[src/rtl/digit_scan_controller_pkg.sv]
// Shared encodings for the two-digit scan display path: count states, mode codes,
// active-low segment patterns and the value-to-digits split.
package digit_scan_controller_pkg;

    typedef enum logic [1:0] {
        ST_HOLD = 2'b00,
        ST_UP   = 2'b01,
        ST_DOWN = 2'b10
    } count_state_e;

    localparam logic [1:0] MODE_HOLD     = 2'b00;
    localparam logic [1:0] MODE_UP       = 2'b01;
    localparam logic [1:0] MODE_DOWN     = 2'b10;
    localparam logic [1:0] MODE_HOLD_ALT = 2'b11;

    // Active-low {g,f,e,d,c,b,a}
    localparam logic [6:0] SEG_0     = 7'b1000000;
    localparam logic [6:0] SEG_1     = 7'b1111001;
    localparam logic [6:0] SEG_2     = 7'b0100100;
    localparam logic [6:0] SEG_3     = 7'b0110000;
    localparam logic [6:0] SEG_4     = 7'b0011001;
    localparam logic [6:0] SEG_5     = 7'b0010010;
    localparam logic [6:0] SEG_6     = 7'b0000010;
    localparam logic [6:0] SEG_7     = 7'b1111000;
    localparam logic [6:0] SEG_8     = 7'b0000000;
    localparam logic [6:0] SEG_9     = 7'b0010000;
    localparam logic [6:0] SEG_BLANK = 7'b1111111;

    typedef struct packed {
        logic [3:0] tens;
        logic [3:0] ones;
    } digit_pair_t;

    // 0..15 shown as two decimal digits; tens is only ever 0 or 1.
    function automatic digit_pair_t split_digits(input logic [3:0] v);
        digit_pair_t d;
        if (v >= 4'd10) begin
            d.tens = 4'd1;
            d.ones = v - 4'd10;
        end else begin
            d.tens = 4'd0;
            d.ones = v;
        end
        return d;
    endfunction

    function automatic count_state_e mode_to_state(input logic [1:0] m);
        count_state_e s;
        case (m)
            MODE_UP:       s = ST_UP;
            MODE_DOWN:     s = ST_DOWN;
            MODE_HOLD,
            MODE_HOLD_ALT: s = ST_HOLD;
            default:       s = ST_HOLD;
        endcase
        return s;
    endfunction

endpackage

[src/rtl/digit_scan_controller_seg7.sv]
// Combinational decimal digit to active-low 7-segment pattern; codes 10..15 blank.
module seg7_digit_decode
    import digit_scan_controller_pkg::*;
(
    input  logic [3:0] digit,
    output logic [6:0] seg_c
);

    always_comb begin
        seg_c = SEG_BLANK;
        case (digit)
            4'd0:    seg_c = SEG_0;
            4'd1:    seg_c = SEG_1;
            4'd2:    seg_c = SEG_2;
            4'd3:    seg_c = SEG_3;
            4'd4:    seg_c = SEG_4;
            4'd5:    seg_c = SEG_5;
            4'd6:    seg_c = SEG_6;
            4'd7:    seg_c = SEG_7;
            4'd8:    seg_c = SEG_8;
            4'd9:    seg_c = SEG_9;
            default: seg_c = SEG_BLANK;
        endcase
    end

endmodule

[src/rtl/digit_scan_controller.sv]
// 4-bit up/down counter with prescaled stepping, shown as two multiplexed
// decimal digits on one shared active-low 7-segment bus.
module digit_scan_controller
    import digit_scan_controller_pkg::*;
#(
    parameter int unsigned PRESCALE = 25000000,
    parameter int unsigned SCAN_DIV = 50000
) (
    input  logic       clk,
    input  logic       resetn,
    input  logic       load,
    input  logic [3:0] load_val,
    input  logic [1:0] mode,
    output logic [3:0] value,
    output logic [6:0] seg,
    output logic [1:0] dig_en,
    output logic       wrap
);

    localparam int unsigned PRE_W  = $clog2(PRESCALE);
    localparam int unsigned SCAN_W = $clog2(SCAN_DIV);
    localparam logic [PRE_W-1:0]  PRE_LAST  = PRE_W'(PRESCALE - 1);
    localparam logic [SCAN_W-1:0] SCAN_LAST = SCAN_W'(SCAN_DIV - 1);

    count_state_e      state_q, state_d;
    logic [PRE_W-1:0]  presc_q, presc_d;
    logic [3:0]        value_q, value_d;
    logic              wrap_q, wrap_d;
    logic [SCAN_W-1:0] scan_cnt_q, scan_cnt_d;
    logic              scan_sel_q, scan_sel_d;
    logic [6:0]        seg_q, seg_d;
    logic [1:0]        dig_en_q, dig_en_d;

    digit_pair_t       digits_c;
    logic [3:0]        shown_digit_c;
    logic [6:0]        shown_seg_c;

    always_ff @(posedge clk or negedge resetn) begin
        if (!resetn) begin
            state_q    <= ST_HOLD;
            presc_q    <= '0;
            value_q    <= 4'd0;
            wrap_q     <= 1'b0;
            scan_cnt_q <= '0;
            scan_sel_q <= 1'b0;
            seg_q      <= SEG_0;
            dig_en_q   <= 2'b10;
        end else begin
            state_q    <= state_d;
            presc_q    <= presc_d;
            value_q    <= value_d;
            wrap_q     <= wrap_d;
            scan_cnt_q <= scan_cnt_d;
            scan_sel_q <= scan_sel_d;
            seg_q      <= seg_d;
            dig_en_q   <= dig_en_d;
        end
    end

    // Count FSM: a state change or HOLD restarts the prescaler; load beats a step.
    always_comb begin
        state_d = mode_to_state(mode);
        presc_d = presc_q;
        value_d = value_q;
        wrap_d  = 1'b0;
        if (load) begin
            value_d = load_val;
            presc_d = '0;
        end else if ((state_d != state_q) || (state_q == ST_HOLD)) begin
            presc_d = '0;
        end else if (presc_q == PRE_LAST) begin
            presc_d = '0;
            if (state_q == ST_UP) begin
                value_d = value_q + 4'd1;
                wrap_d  = (value_q == 4'hF);
            end else begin
                value_d = value_q - 4'd1;
                wrap_d  = (value_q == 4'h0);
            end
        end else begin
            presc_d = presc_q + PRE_W'(1);
        end
    end

    // Free-running digit slot timer.
    always_comb begin
        scan_cnt_d = scan_cnt_q + SCAN_W'(1);
        scan_sel_d = scan_sel_q;
        if (scan_cnt_q == SCAN_LAST) begin
            scan_cnt_d = '0;
            scan_sel_d = ~scan_sel_q;
        end
    end

    assign digits_c      = split_digits(value_q);
    assign shown_digit_c = scan_sel_q ? digits_c.tens : digits_c.ones;

    seg7_digit_decode u_seg7_digit_decode (
        .digit (shown_digit_c),
        .seg_c (shown_seg_c)
    );

    // Exactly one digit enabled at a time, always paired with its pattern.
    always_comb begin
        seg_d    = shown_seg_c;
        dig_en_d = scan_sel_q ? 2'b01 : 2'b10;
    end

    assign value  = value_q;
    assign wrap   = wrap_q;
    assign seg    = seg_q;
    assign dig_en = dig_en_q;

endmodule

[config.mk]
export PLATFORM = sky130hd
export DESIGN_NAME = digit_scan_controller
export DESIGN_NICKNAME = d
export VERILOG_FILES = /design/src/rtl/digit_scan_controller_pkg.sv /design/src/rtl/digit_scan_controller_seg7.sv /design/src/rtl/digit_scan_controller.sv
export SDC_FILE = /design/constraint.sdc
export NUM_CORES = 1
export LEC_CHECK = 0
export ABC_AREA = 1
export CAP_MARGIN = 20
export CORE_AREA = 2 2 81 83
export CTS_CLUSTER_SIZE = 14
export DETAILED_ROUTE_END_ITERATION = 16
export DIE_AREA = 0 0 83 85
export PLACE_DENSITY = 0.8
export SYNTH_ARGS = -nofsm -noshare
export SYNTH_HDL_FRONTEND = slang
export SYNTH_SLANG_ARGS = --single-unit
[constraint.sdc]
create_clock -name clk -period 3.2 [get_ports clk]
set_input_delay 0.32 -clock clk [delete_from_list [all_inputs] [get_ports clk]]
set_output_delay 0.32 -clock clk [all_outputs]
set_load 0.005 [all_outputs]
==> metrics.txt <==
status=finished with violations; failing checks=negative hold slack; # port buffers=22; warnings from Yosys=0; post-CTS sizing=0; R2R depth=9; Max Freq=536 MHz; max-cap violations=0; IO Pins=23; Placer Congestion=0.895; Critical Path Start Type=flop; Crit Path Class=flop to flop; total CTS buffers=9; highest net fanout along the worst path=8; CP cell instances=nor2_1 > nor2_1 > o21ai_1 > inv_1 > ha_1 > nand2_1 > nand2_1 > nand2_1 > nand2_1; DR vias=2908; Area Growth Syn to Fin=15.2%; final setup violation count=0; dpl hpwl=5230 um; Int Power=1.30 mW; post-synth top area cell=dfrtp_1; gr usage total=21.6%; Switch Pwr=0.476 mW; Hold Worst Slack=-0.00396 ns; Post-synth top flop=dfrtp_1; share of synthesized registers carrying an async set or reset=100%; Comb power frac=17.1%; layout cells sized above 1=7.29%; core footprint=6200 um^2; Leak=1.88 nW; Cell variety after synth=34; Final nets=507; EDFF count, synth=0; H-tree levels=3; Final Cycle Share=58.3%; Detailed Routing Iterations Pass 1=5; Routed WL per cell=12.1 um; DRT iter0 DRCs=132; initial antenna violation count=0; Sequential Power Share=45.9%; pin count of the biggest net entering global routing=30; worst stage delay on the critical path=0.48 ns; die area=7060 um^2; final hold viol count=16; crit path capture type=flop; WP depth=9; PD cells=464 nW/um^2; CTS tree=yes; GR Overflow Total=0; critical path's top delay family=simple AND/OR/NAND/NOR gates; Worst Max-Slew Pin Slew=0.628 ns; Final Util=61.8%; most frequent cells in the layout=nand2_1, nor2_1, inv_1; buffers and inverters on the worst path=1; sequential element share of the synthesized area=43.7%; VDD IR-drop max=451 uV; Initial Util=53.6%; clk_skew=0.0110 ns; Mapped Area=3330 um^2; hold_buf cts=0; Critical Path RT=3.43 ns; first-pass GRT wire length=12300 um; Final Power=1.78 mW; Clock power frac=36.9%; Worst Hold Class=input pin to async pin; DRC errors left=0; vias in the first global route=2839; Switching Share=26.7%; CP most frequent cell=nand2_1; syn nets=474; largest cells by area after synthesis=dfrtp_1, nand2_1, nor2_1; Crit path arrival time=2.10 ns; Avg Cell Area, Syn=7.30 um^2; maximum clock path buffer count=2; clock sinks=58; share of the synthesized area in the top cell type=42.1%; FF+latch count, synth=58; DIE HEIGHT=85 um; most common cell after layout, fill and taps aside=nand2_1; register clock-pin slew on the reported worst setup and hold paths=0.07 ns; crit path max-delay cell type=dfrtp_1; n_diodes=0; Horiz. Die Dim=83 um; antenna viol nets, final=0; Rel. slew slack=58.1%; Slew Viols, Final=0; Routed WL=6930 um; final worst path period need=1.87 ns; root buf cell=clkbuf_8; DR vias/cell=5.09; final setup TNS=0 ns; Rows=29; Cells after Synth=456; clk_lat worst skew=0.35 ns; RSZ-0062 raised after global routing=false; Setup Buffers After CTS=0
==> cell families after synthesis <==
family,synth area share (%)
adder cells (fa/ha/maj),3.61
XOR/XNOR,4.47
AND/OR/NAND/NOR,36.1
buffers and inverters,7.63
flip-flops,43.7
AO/OA/AOI/OAI,4.55
==> cell type report <==
type                       instances  area [um^2]
clock buffer                      15          186
clock inverter                     1         7.51
fill                             569         2370
inverter                          62          238
multi-input combinational        334         1620
sequential                        58         1450
tap                               77         96.3
timing repair buffer              24          230
==> state kept, by name, indices dropped and copies added, names as in the netlist <==
name        flops
presc_q        25
scan_cnt_q     16
seg             7
value           4
dig_en          2
state_q         2
scan_sel_q      1
wrap            1
==> cells in the mapped netlist (all sizes together) (5+ instances only) <==
cell type	count
nand4	5
o21ai	13
xor2	15
nand2	143
ha	8
a21oi	7
nand3	34
inv	62
nor2	87
dfrtp	56
nor3	7
==> power groups by stage <==
stage | clock network (mW) | logic (mW) | registers [mW]
4_1_cts | 0.668 | 0.308 | 0.818
5_1_grt | 0.703 | 0.352 | 0.822
3_5_place_dp | 0 | 0.307 | 0.830
6_report | 0.657 | 0.305 | 0.817
3_3_place_gp | 0 | 0.296 | 0.830
2_1_floorplan | 0 | 0.144 | 0.831
==> worst paths after layout <==
kind                       slack, ns                    end            startpoint
min reg2reg                     0.47   presc_q[0]$_DFF_PN0_  presc_q[0]$_DFF_PN0_
min in group clk                0.47   presc_q[0]$_DFF_PN0_  presc_q[0]$_DFF_PN0_
min                           -0.004  presc_q[19]$_DFF_PN0_                resetn
max reg2reg                     1.33       seg[3]$_DFF_PN0_  value[1]$_DFFE_PN0P_
max in group asynchronous       2.46       seg[6]$_DFF_PN1_                resetn
max                             1.33       seg[3]$_DFF_PN0_  value[1]$_DFFE_PN0P_
==> layer usage <==
metal  share of wire (%)  wire [um]  up-vias  GRT usage, %
li1                    -          -     1486             -
met1                  44       3020     1335          26.1
met2                  49       3380       69          35.9
met3                 5.0        348       18          4.28
met4                 2.7        187        0          13.0
met5                   0          0        -             0
==> per-stage QoR <==
stage,instance area [um^2],cells,worst slack [ns]
4_1_cts,3830,571,1.32
5_1_grt,3830,571,1.10
3_5_place_dp,3640,555,1.29
2_1_floorplan,3330,456,1.58
3_3_place_gp,3640,555,1.41
6_report,3830,571,1.33
Note: power is estimated with default switching activity, not from simulation.
